[src/rtl/mem_arbiter_if.sv]
// Bus bundle between the datapath (imem/dmem ports), the RAM model and
// mem_arbiter. The arbiter connects through the slave modport. The
// environment (datapath plus RAM) drives and observes through the master
// modport.
interface mem_arbiter_if;
    // instruction-fetch side
    logic        iREN;
    logic [31:0] iaddr;
    logic [31:0] iload;
    logic        iwait;

    // data side
    logic        dREN;
    logic        dWEN;
    logic        datomic;
    logic [31:0] daddr;
    logic [31:0] dstore;
    logic [31:0] dload;
    logic        dwait;

    // single-ported RAM side
    logic        ramREN;
    logic        ramWEN;
    logic [31:0] ramaddr;
    logic [31:0] ramstore;
    logic [31:0] ramload;
    logic        ramready;

    // arbiter view
    modport slave (
        input  iREN, iaddr,
        input  dREN, dWEN, datomic, daddr, dstore,
        input  ramload, ramready,
        output iload, iwait,
        output dload, dwait,
        output ramREN, ramWEN, ramaddr, ramstore
    );

    // datapath + RAM view
    modport master (
        output iREN, iaddr,
        output dREN, dWEN, datomic, daddr, dstore,
        output ramload, ramready,
        input  iload, iwait,
        input  dload, dwait,
        input  ramREN, ramWEN, ramaddr, ramstore
    );
endinterface

[src/rtl/mem_arbiter.sv]
// mem_arbiter: shares one single-ported RAM between the instruction-fetch
// port and the data port.
// - Each access runs IDLE -> IACC/DACC -> DONE -> IDLE.
// - Data requests normally win arbitration. A starvation counter forces a
//   pending fetch through after STARVE_LIMIT consecutive data grants.
// - A watchdog aborts any access that waits TIMEOUT cycles for ramready.
//   An aborted access returns 32'hBAD0BAD0 and sets the sticky err flag.
// Optional feature: define MEM_ARB_LLSC_EN to add load-linked /
// store-conditional tracking (link_valid + link_addr). Without it, datomic
// is ignored and an SC behaves as a plain store.
module mem_arbiter #(
    parameter int STARVE_LIMIT = 4,
    parameter int TIMEOUT      = 64
) (
    input  logic          CLK,
    input  logic          RST,
    mem_arbiter_if.slave  bus,
    output logic          err
);

    // FSM encoding
    localparam logic [1:0] S_IDLE = 2'd0;
    localparam logic [1:0] S_IACC = 2'd1;
    localparam logic [1:0] S_DACC = 2'd2;
    localparam logic [1:0] S_DONE = 2'd3;

    // counter widths; each must be at least one bit
    localparam int SW_RAW = $clog2(STARVE_LIMIT + 1);
    localparam int WW_RAW = $clog2(TIMEOUT + 1);
    localparam int SW     = (SW_RAW < 1) ? 1 : SW_RAW;
    localparam int WW     = (WW_RAW < 1) ? 1 : WW_RAW;

    localparam logic [SW-1:0] STARVE_MAX = SW'(STARVE_LIMIT);
    // The watchdog fires in the cycle that would take the count to TIMEOUT.
    localparam logic [WW-1:0] WD_LAST    = WW'(TIMEOUT - 1);
    localparam logic [WW-1:0] WD_MAX     = WW'(TIMEOUT);

    localparam logic [31:0] ABORT_WORD = 32'hBAD0_BAD0;

    // registered state
    logic [1:0]    r_state;
    logic [SW-1:0] r_starve_cnt;
    logic [WW-1:0] r_wd_cnt;
    logic          r_err;

    // next-state values
    logic [1:0]    w_state_next;
    logic [SW-1:0] w_starve_next;
    logic [WW-1:0] w_wd_next;
    logic          w_err_next;

    // request decode
    logic w_d_req;     // any data request
    logic w_d_read;    // read only; a write takes precedence
    logic w_d_write;   // write, plain or SC
    logic w_sc_fail;   // SC that must complete without touching RAM
    logic w_wd_fire;   // watchdog expires this cycle

`ifdef MEM_ARB_LLSC_EN
    logic        r_link_valid;
    logic [31:0] r_link_addr;
    logic        w_link_valid_next;
    logic [31:0] w_link_addr_next;
    logic        w_ll;         // load-linked
    logic        w_sc;         // store-conditional
    logic        w_sc_ok;      // SC whose link is still intact
    logic        w_plain_wr;   // non-atomic write
`else
    // datomic has no meaning without link tracking
    logic w_unused_datomic;
    assign w_unused_datomic = bus.datomic;
`endif

    // Decode the data request. The watchdog check is shared by both access states.
    always_comb begin
        w_d_req   = bus.dREN | bus.dWEN;
        w_d_write = bus.dWEN;
        w_d_read  = bus.dREN & ~bus.dWEN;
        w_wd_fire = ~bus.ramready & (r_wd_cnt == WD_LAST);
`ifdef MEM_ARB_LLSC_EN
        w_ll       = bus.datomic & w_d_read;
        w_sc       = bus.datomic & w_d_write;
        w_sc_ok    = w_sc & r_link_valid & (r_link_addr == bus.daddr);
        w_sc_fail  = w_sc & ~w_sc_ok;
        w_plain_wr = w_d_write & ~bus.datomic;
`else
        w_sc_fail  = 1'b0;
`endif
    end

    // FSM next state, counter updates and all combinational bus outputs
    always_comb begin
        w_state_next  = r_state;
        w_starve_next = r_starve_cnt;
        w_wd_next     = r_wd_cnt;
        w_err_next    = r_err;
`ifdef MEM_ARB_LLSC_EN
        w_link_valid_next = r_link_valid;
        w_link_addr_next  = r_link_addr;
`endif
        bus.iload    = 32'd0;
        bus.iwait    = 1'b1;
        bus.dload    = 32'd0;
        bus.dwait    = 1'b1;
        bus.ramREN   = 1'b0;
        bus.ramWEN   = 1'b0;
        bus.ramaddr  = 32'd0;
        bus.ramstore = 32'd0;

        case (r_state)
            S_IDLE: begin
                // The watchdog restarts from zero on every access entry.
                w_wd_next = '0;
                if (bus.iREN && (r_starve_cnt == STARVE_MAX)) begin
                    // The fetch has waited long enough; it beats data.
                    w_state_next  = S_IACC;
                    w_starve_next = '0;
                end else if (w_d_req) begin
                    w_state_next = S_DACC;
                    if (bus.iREN) begin
                        if (r_starve_cnt != STARVE_MAX) begin
                            w_starve_next = r_starve_cnt + 1'b1;
                        end
                    end else begin
                        w_starve_next = '0;
                    end
                end else if (bus.iREN) begin
                    w_state_next  = S_IACC;
                    w_starve_next = '0;
                end
            end

            S_IACC: begin
                if (!bus.iREN) begin
                    // Requester withdrew: strobes already gated off, no completion.
                    w_state_next = S_IDLE;
                end else begin
                    bus.ramREN  = 1'b1;
                    bus.ramaddr = bus.iaddr;
                    if (bus.ramready) begin
                        bus.iwait    = 1'b0;
                        bus.iload    = bus.ramload;
                        w_state_next = S_DONE;
                    end else if (w_wd_fire) begin
                        bus.iwait    = 1'b0;
                        bus.iload    = ABORT_WORD;
                        w_err_next   = 1'b1;
                        w_wd_next    = WD_MAX;
                        w_state_next = S_DONE;
                    end else begin
                        w_wd_next = r_wd_cnt + 1'b1;
                    end
                end
            end

            S_DACC: begin
                if (!w_d_req) begin
                    w_state_next = S_IDLE;
                end else if (w_sc_fail) begin
                    // A broken link means the SC fails at once, with no RAM access.
                    bus.dwait    = 1'b0;
                    bus.dload    = 32'd0;
                    w_state_next = S_DONE;
                end else begin
                    bus.ramaddr  = bus.daddr;
                    bus.ramWEN   = w_d_write;
                    bus.ramREN   = w_d_read;
                    bus.ramstore = bus.dstore;
                    if (bus.ramready) begin
                        bus.dwait    = 1'b0;
                        bus.dload    = w_d_write ? 32'd0 : bus.ramload;
                        w_state_next = S_DONE;
`ifdef MEM_ARB_LLSC_EN
                        if (w_sc_ok) begin
                            bus.dload         = 32'd1;
                            w_link_valid_next = 1'b0;
                        end else if (w_plain_wr && (r_link_addr == bus.daddr)) begin
                            w_link_valid_next = 1'b0;
                        end
                        if (w_ll) begin
                            w_link_addr_next  = bus.daddr;
                            w_link_valid_next = 1'b1;
                        end
`endif
                    end else if (w_wd_fire) begin
                        bus.dwait    = 1'b0;
                        bus.dload    = ABORT_WORD;
                        w_err_next   = 1'b1;
                        w_wd_next    = WD_MAX;
                        w_state_next = S_DONE;
                    end else begin
                        w_wd_next = r_wd_cnt + 1'b1;
                    end
                end
            end

            S_DONE: begin
                // Turnaround cycle: lets the requester drop or change its request.
                w_wd_next    = '0;
                w_state_next = S_IDLE;
            end

            default: begin
                w_state_next = S_IDLE;
            end
        endcase
    end

    // FSM state register
    always_ff @(posedge CLK) begin
        if (RST) begin
            r_state <= S_IDLE;
        end else begin
            r_state <= w_state_next;
        end
    end

    // Starvation and watchdog counters
    always_ff @(posedge CLK) begin
        if (RST) begin
            r_starve_cnt <= '0;
            r_wd_cnt     <= '0;
        end else begin
            r_starve_cnt <= w_starve_next;
            r_wd_cnt     <= w_wd_next;
        end
    end

    // Sticky abort flag, cleared only by reset
    always_ff @(posedge CLK) begin
        if (RST) begin
            r_err <= 1'b0;
        end else begin
            r_err <= w_err_next;
        end
    end

`ifdef MEM_ARB_LLSC_EN
    // Load-linked reservation
    always_ff @(posedge CLK) begin
        if (RST) begin
            r_link_valid <= 1'b0;
            r_link_addr  <= 32'd0;
        end else begin
            r_link_valid <= w_link_valid_next;
            r_link_addr  <= w_link_addr_next;
        end
    end
`endif

    assign err = r_err;

endmodule
[src/flat_wrapper.sv]
// flat-port wrapper written by rule: the top's interface ports become plain ports
module mem_arbiter_flat 
#(
    parameter int STARVE_LIMIT = 4,
    parameter int TIMEOUT      = 64
)
  (CLK, RST, err, bus_iREN, bus_iaddr, bus_dREN, bus_dWEN, bus_datomic, bus_daddr, bus_dstore, bus_ramload, bus_ramready, bus_iload, bus_iwait, bus_dload, bus_dwait, bus_ramREN, bus_ramWEN, bus_ramaddr, bus_ramstore);
  mem_arbiter_if bus_i ();
  input  logic CLK;
  input  logic RST;
  output logic err;
  input wire logic [$bits(bus_i.iREN)-1:0] bus_iREN;
  input wire logic [$bits(bus_i.iaddr)-1:0] bus_iaddr;
  input wire logic [$bits(bus_i.dREN)-1:0] bus_dREN;
  input wire logic [$bits(bus_i.dWEN)-1:0] bus_dWEN;
  input wire logic [$bits(bus_i.datomic)-1:0] bus_datomic;
  input wire logic [$bits(bus_i.daddr)-1:0] bus_daddr;
  input wire logic [$bits(bus_i.dstore)-1:0] bus_dstore;
  input wire logic [$bits(bus_i.ramload)-1:0] bus_ramload;
  input wire logic [$bits(bus_i.ramready)-1:0] bus_ramready;
  output wire logic [$bits(bus_i.iload)-1:0] bus_iload;
  output wire logic [$bits(bus_i.iwait)-1:0] bus_iwait;
  output wire logic [$bits(bus_i.dload)-1:0] bus_dload;
  output wire logic [$bits(bus_i.dwait)-1:0] bus_dwait;
  output wire logic [$bits(bus_i.ramREN)-1:0] bus_ramREN;
  output wire logic [$bits(bus_i.ramWEN)-1:0] bus_ramWEN;
  output wire logic [$bits(bus_i.ramaddr)-1:0] bus_ramaddr;
  output wire logic [$bits(bus_i.ramstore)-1:0] bus_ramstore;
  assign bus_i.iREN = bus_iREN;
  assign bus_i.iaddr = bus_iaddr;
  assign bus_i.dREN = bus_dREN;
  assign bus_i.dWEN = bus_dWEN;
  assign bus_i.datomic = bus_datomic;
  assign bus_i.daddr = bus_daddr;
  assign bus_i.dstore = bus_dstore;
  assign bus_i.ramload = bus_ramload;
  assign bus_i.ramready = bus_ramready;
  assign bus_iload = bus_i.iload;
  assign bus_iwait = bus_i.iwait;
  assign bus_dload = bus_i.dload;
  assign bus_dwait = bus_i.dwait;
  assign bus_ramREN = bus_i.ramREN;
  assign bus_ramWEN = bus_i.ramWEN;
  assign bus_ramaddr = bus_i.ramaddr;
  assign bus_ramstore = bus_i.ramstore;
  mem_arbiter #(.STARVE_LIMIT(STARVE_LIMIT), .TIMEOUT(TIMEOUT)) u_core (.CLK(CLK), .RST(RST), .bus(bus_i), .err(err));
endmodule
[config.mk]
export PLATFORM = sky130hd
export DESIGN_NAME = mem_arbiter_flat
export DESIGN_NICKNAME = d
export VERILOG_FILES = /design/src/rtl/mem_arbiter_if.sv /design/src/rtl/mem_arbiter.sv /design/src/flat_wrapper.sv
export SDC_FILE = /design/constraint.sdc
export NUM_CORES = 1
export LEC_CHECK = 0
export ABC_AREA = 1
export ABC_CLOCK_PERIOD_IN_PS = 2900
export CAP_MARGIN = 20
export CORE_AREA = 2 2 104 106
export DETAILED_ROUTE_END_ITERATION = 6
export DIE_AREA = 0 0 106 108
export GPL_TIMING_DRIVEN = 0
export PLACE_DENSITY = 0.74
export RECOVER_POWER = 25
export SLEW_MARGIN = 20
export SYNTH_ARGS = -nofsm -noshare
export SYNTH_HDL_FRONTEND = slang
export SYNTH_SLANG_ARGS = --single-unit
[constraint.sdc]
create_clock -name CLK -period 2.9 [get_ports CLK]
set_input_delay 0.29 -clock CLK [delete_from_list [all_inputs] [get_ports CLK]]
set_output_delay 0.29 -clock CLK [all_outputs]
set_load 0.05 [all_outputs]
==> run_results.csv, run 1 <==
group,metric,value,unit
clock_network,ctsRootBufferMaster,"clkbuf_8",
power_and_ir_drop,powerDensity,244,mW/mm2
synthesis,ys_seq_area_frac,0.115,
clock_network,post-cts-setup-buffers,0,
setup_path,crit_top_cell,"clkdlybuf4s50_1",
floorplanning,row_count,37,
timing,period_minus_slack,2790,ps
clock_network,clock_path_buffers,2,
clock_network,cts_hold_buf,0,
global_route,grt_max_degree,11,
setup_path,critPathRequiredTime,2610,ps
floorplanning,start_util,0.222,
timing,rsz0062_at_grt,"false",
synthesis,yosysMostFrequentCell,"nand2_1",
synthesis,synth_ff_type,"dfxtp_1",
detailed_routing,drc,0,
clock_network,worst_skew_pair.late_latency,250,ps
power_and_ir_drop,max-vdd-ir-drop,0.000138,V
synthesis,synth_area,0.00227,mm2
power_and_ir_drop,pwr-share-comb,0.708,
place,numPortBuffers,264,
synthesis,yosysWarningCount,0,
floorplanning,die_area,0.0114,mm2
detailed_routing,drt-initial-drc-count,255,
power_and_ir_drop,pwr-share-clk,0.136,
setup_path,cp_num_buf_inv,5,
timing,slew_viol_final,0,
place,gp_congestion,0.977,
setup_path,slowest_delay,840,ps
timing,finalSetupTns,0,ps
cells_and_area,nets,842,
synthesis,synthArstFlopShare,0,
setup_path,cp-start-kind,"primary input",
detailed_routing,routed_via_density,4.40,
clock_network,cts_buffers,3,
power_and_ir_drop,p_seq_frac,0.156,
detailed_routing,postRouteAntennaNets,0,
detailed_routing,avgRoutedWirePerCell,14.6,um
setup_path,crit_family,"buffers and inverters",
setup_path,worst_setup_path_end_kind,"output pin",
timing,slew_headroom,0.590,
place,place_ws,54.8,ps
setup_path,cp.arrival,2500,ps
place,dp.final_hpwl,10500,um
setup_path,r2r_cells,8,
synthesis,synth_cell_types,27,
detailed_routing,drt-total-wl,12200,um
hold_path,hold_path.class,"in2reg",
setup_path,criticalPathCategory,"in2out",
detailed_routing,vias,3681,
synthesis,ys_ff_latch,13,
global_route,grt_pass1_vias,3495,
global_route,grt_use_total,0.194,
timing,finalHoldViolCount,0,
floorplanning,ios,268,
power_and_ir_drop,p_switching,0.605,mW
synthesis,synth_edf_count,0,
floorplanning,die_x,106,um
power_and_ir_drop,p_leak,2.06,nW
synthesis,synthTopCellsByCount,"nand2_1 (117), nor2_1 (105), a21oi_1 (61)",
synthesis,yosys-top-cells-area,"nand2_1 (19%), nor2_1 (17%), a21oi_1 (13%)",
clock_network,cts.sinks,13,
detailed_routing,firstDrtPassIters,4,
timing,fin_ws,110,ps
setup_path,crit_path_max_fanout,10,
setup_path,crit_chain,"clkdlybuf4s50_1, inv_2, nand2_2, nand2_4, inv_4, buf_4, nand2_1, a21oi_1, clkdlybuf4s50_1",
timing,worst_pin_slew,618,ps
cells_and_area,areaGrowthSynthToFinish,122,%
timing,period_share,0.962,
run_status,status,"finished, final reports clean",
timing,setup_violations,0,
flow_run,cap_violations,0,
synthesis,yosysTopAreaCell,"nand2_1",
synthesis,syn_area_per_cell,5.25,um2
place,placed_cell_area,0.00508,mm2
synthesis,syn_nets,573,
synthesis,synth_top_area_share,0.193,
global_route,globalRouteOverflowTotal,0,
floorplanning,die_h,108,um
global_route,grt_pass1_wl,17800,um
setup_path,worst-path-stages,9,
synthesis,syn_inst,432,
power_and_ir_drop,p_int,0.626,mW
cells_and_area,layout-drive-gt1-share,0.0771,
clock_network,cts.clk_slew.worst_paths,60,ps
cells_and_area,fin_util,0.493,
floorplanning,core,0.0102,mm2
setup_path,cp_slowest_cell,"clkdlybuf4s50_1",
cells_and_area,antenna_cells,0,
clock_network,htreeDepth,1,
clock_network,cts_tree,"built",
power_and_ir_drop,p_sw_frac,0.491,
global_route,antenna_found_initial,0,
timing,finalClockSkew,5.12,ps
timing,max_freq,358,MHz
hold_path,holdPathStages,2,
cells_and_area,design_area,0.00504,mm2
## cells by family (layout without fill, tap and decap cells)
group / after synthesis / after routing / share of synthesized area
AO/OA/AOI/OAI: 68 / 68 / 0.151
adder cells (fa/ha/maj): 6 / 6 / 0.0331
buffers and inverters: 78 / 346 / 0.170
flip-flops: 13 / 13 / 0.115
AND/OR/NAND/NOR: 267 / 267 / 0.531
## final timing paths
check	slack, ps	end	start
worst max register to register	1210	u_core.r_wd_cnt[3]	u_core.r_state[1]
worst min register to register	470	u_core.r_starve_cnt[2]	u_core.r_starve_cnt[2]
worst min-delay path	410	u_core.r_wd_cnt[4]	RST
worst max-delay path	110	bus_ramaddr[10]	bus_dWEN
## what timing repair did
item | 4_1_cts | 5_1_grt
endpoints found under the hold margin | 0 | 0
resized for setup | 0 | 13
setup endpoints to repair | 0 | 13
## routing by layer
layer / part of all wire / vias to the layer above / GRT usage
met1: 0.39 / 1650 / 0.224
met5: 0 / - / 0
met4: 0.021 / 0 / 0.0385
met2: 0.53 / 164 / 0.376
li1: - / 1851 / -
met3: 0.061 / 16 / 0.0338
## through the flow
stage          hold slack [ps]  power, mW  instances
3_5_place_dp               455       1.08        832
4_1_cts                    427       1.25        836
6_report                   406       1.23        836
2_1_floorplan              431      0.684        432
3_3_place_gp               446       1.07        832
5_1_grt                    458       1.29        836
## power groups by stage
stage,registers (mW),logic [mW],clock network [mW]
final,0.192,0.873,0.167
after global routing,0.193,0.924,0.177
after CTS,0.192,0.884,0.172
after detailed placement,0.196,0.881,0
after global placement,0.195,0.870,0
after floorplan,0.194,0.490,0
## layout make-up
type	instances	area, um2
timing repair buffer	264	2560
fill	1057	5190
multi-input combinational	341	1620
sequential	13	260
inverter	55	219
clock inverter	1	5.00
clock buffer	3	41.3
tap	136	170
buffer	23	166
## cells in the final DEF (no fill, tap or decap), drive strengths merged, types with 6 or more instances in the layout
master,netlist,final
nand3,11,11
nand2,127,127
ha,6,6
buf,15,15
nor2,126,126
dfxtp,13,13
dlygate4sd3,0,10
inv,55,55
clkdlybuf4s50,0,241
clkbuf,8,24
a21oi,61,61
o21ai,6,6
## state kept, by name (all words and copies together), names as in the netlist
name / flops
u_core.r_state: 2
u_core.r_starve_cnt: 3
u_core.err: 1
u_core.r_wd_cnt: 7
Note: power is estimated with default switching activity, not from simulation.
==> inputs of run 2 (changes only) <==
- ABC_CLOCK_PERIOD_IN_PS: 2900 -> 2400
- CORE_AREA: 2 2 104 106 -> 2 2 105 107
- DIE_AREA: 0 0 106 108 -> 0 0 107 109
- PLACE_DENSITY: 0.74 -> 0.76
- clock period: 2.9 -> 2.4 ns (I/O delays scaled with it)
==> run_results.csv, run 2 (synthesized netlist as in run 1, its figures left out) <==
group,metric,value,unit
timing,period_share,0.971,
setup_path,slowest_delay,850,ps
cells_and_area,nets,842,
clock_network,clock_path_buffers,2,
timing,finalClockSkew,4.11,ps
cells_and_area,areaGrowthSynthToFinish,112,%
timing,worst_pin_slew,634,ps
floorplanning,start_util,0.214,
global_route,grt_pass1_vias,3178,
hold_path,holdPathStages,2,
floorplanning,core,0.0106,mm2
global_route,globalRouteOverflowTotal,0,
floorplanning,ios,268,
setup_path,worst_setup_path_end_kind,"output pin",
cells_and_area,final_common_cell,"clkdlybuf4s50_1",
hold_path,worstHoldStart,"RST",
clock_network,post-cts-setup-buffers,0,
power_and_ir_drop,p_switching,0.725,mW
timing,finalHoldViolCount,0,
setup_path,r2r_end,"u_core.r_wd_cnt[5]",
cells_and_area,final_cell_mix,"clkdlybuf4s50_1 (137), nand2_1 (117), nor2_1 (106)",
detailed_routing,drt-initial-drc-count,134,
floorplanning,die_area,0.0117,mm2
power_and_ir_drop,p_seq_frac,0.162,
timing,rsz0062_at_grt,"false",
setup_path,r2r_cells,8,
global_route,grt_use_total,0.183,
power_and_ir_drop,design_power_total,1.43,mW
global_route,grt_pass1_wl,16900,um
timing,finalSetupTns,0,ps
detailed_routing,drt-total-wl,11800,um
clock_network,cts_buffers,3,
power_and_ir_drop,pwr-share-comb,0.696,
cells_and_area,max_flop_register,"u_core.r_wd_cnt",
cells_and_area,layout-drive-gt1-share,0.171,
detailed_routing,firstDrtPassIters,4,
setup_path,cp-start-kind,"primary input",
hold_path,hold_path.class,"in2reg",
timing,period_minus_slack,2330,ps
setup_path,cp.arrival,2090,ps
clock_network,cts.clk_slew.worst_paths,60,ps
cells_and_area,fin_cells,840,
flow_run,cap_violations,0,
floorplanning,die_x,107,um
clock_network,cts_resized,164,
cells_and_area,largest_reg_flops,7,
timing,fin_ws,69.4,ps
setup_path,r2r_start,"u_core.r_state[1]",
power_and_ir_drop,pwr-share-clk,0.142,
cells_and_area,reg.largest.list,"u_core.r_wd_cnt (7), u_core.r_starve_cnt (3), u_core.r_state (2)",
detailed_routing,vias,3546,
place,gp_congestion,0.888,
power_and_ir_drop,p_int,0.707,mW
timing,slew_headroom,0.579,
setup_path,crit_chain,"clkdlybuf4s50_1, inv_2, nand2_2, nand2_4, nor2_1, clkdlybuf4s50_1",
hold_path,min_to,"u_core.err",
place,dp.final_hpwl,9910,um
setup_path,crit_top_cell,"clkdlybuf4s50_1",
clock_network,cts_hold_buf,0,
power_and_ir_drop,p_leak,2.37,nW
timing,slew_viol_final,0,
setup_path,r2r_slack,700,ps
timing,max_freq,429,MHz
setup_path,crit_path_max_fanout,9,
place,numPortBuffers,264,
place,place_ws,-405,ps
cells_and_area,antenna_cells,0,
clock_network,ctsRootBufferMaster,"clkbuf_8",
setup_path,cp_num_buf_inv,3,
global_route,antenna_found_initial,0,
clock_network,htreeDepth,1,
detailed_routing,postRouteAntennaNets,0,
detailed_routing,drc,0,
clock_network,cts_tree,"built",
cells_and_area,fillers,1147,
place,dp.cells,836,
power_and_ir_drop,p_sw_frac,0.506,
detailed_routing,avgRoutedWirePerCell,14.0,um
timing,hold_slack,359,ps
floorplanning,die_h,109,um
floorplanning,row_count,38,
setup_path,cp_slowest_cell,"clkdlybuf4s50_1",
power_and_ir_drop,max-vdd-ir-drop,0.000178,V
power_and_ir_drop,powerDensity,298,mW/mm2
setup_path,crit_family,"buffers and inverters",
detailed_routing,routed_via_density,4.22,
setup_path,critPathRequiredTime,2160,ps
global_route,grt_max_degree,11,
setup_path,criticalPathCategory,"in2out",
clock_network,worst_skew_pair.late_latency,240,ps
clock_network,cts.sinks,13,
run_status,status,"finished, final reports clean",
timing,setup_violations,0,
run 2: changes by cell type in the layout (fill, tap and decap cells not counted), sizes merged:
| cell | previous run | this run |
|---|---|---|
| clkinv | 1 | 0 |
| clkdlybuf4s50 | 241 | 137 |
| dlygate4sd3 | 10 | 3 |
| clkdlybuf4s15 | 0 | 19 |
| dlygate4sd2 | 0 | 51 |
| buf | 15 | 18 |
| clkbuf | 24 | 63 |
run 2: worst reg2reg max path, cell delays in order (launching register included):
cell and delay, ps:
dfxtp_1 360, inv_1 90, ha_1 320, inv_1 150, nor2_1 160, nand3_2 90
nor2_1 230, nand2_1 100, a21oi_1 120
run 2: layer usage:
layer / wire (um) / GRT usage / part of all wire
met1: 4750 / 0.225 / 0.40
met2: 5830 / 0.328 / 0.50
met3: 1060 / 0.0520 / 0.090
met4: 113 / 0.0204 / 0.0096
met5: 0 / 0 / 0
run 2: worst max path at each step:
stage / to / cells after the start / startpoint
floorplan: bus_ramaddr[10] / 7 / u_core.r_state[0]
global placement: bus_dload[18] / 6 / bus_dWEN
detailed placement: bus_dload[18] / 6 / bus_dWEN
CTS: bus_ramaddr[1] / 8 / u_core.r_state[0]
global route: bus_ramstore[26] / 6 / u_core.r_state[0]
finish: bus_ramstore[31] / 6 / bus_dWEN
run 2: power by group through the flow:
stage | logic (mW) | clock network [mW] | registers [mW]
floorplan | 0.592 | 0 | 0.235
global placement | 1.06 | 0 | 0.236
detailed placement | 1.06 | 0 | 0.237
CTS | 1.01 | 0.204 | 0.232
global route | 1.07 | 0.215 | 0.234
finish | 0.996 | 0.204 | 0.232
run 2: layout make-up:
| cell class | count | area [um2] | share of cell area |
|---|---|---|---|
| Multi-Input combinational cell | 341 | 1620 | 0.337 |
| Tap cell | 140 | 175 | 0.0364 |
| Timing Repair Buffer | 264 | 2320 | 0.482 |
| Sequential cell | 13 | 260 | 0.0541 |
| Inverter | 55 | 219 | 0.0455 |
| Buffer | 23 | 171 | 0.0356 |
| Clock buffer | 4 | 45.0 | 0.00936 |
run 2: per-stage QoR:
step | instance area [um2] | util
after floorplan | 2270 | -
after global placement | 5090 | 0.480
after detailed placement | 5090 | 0.480
after CTS | 5030 | 0.475
after global routing | 4810 | 0.454
final | 4810 | 0.454
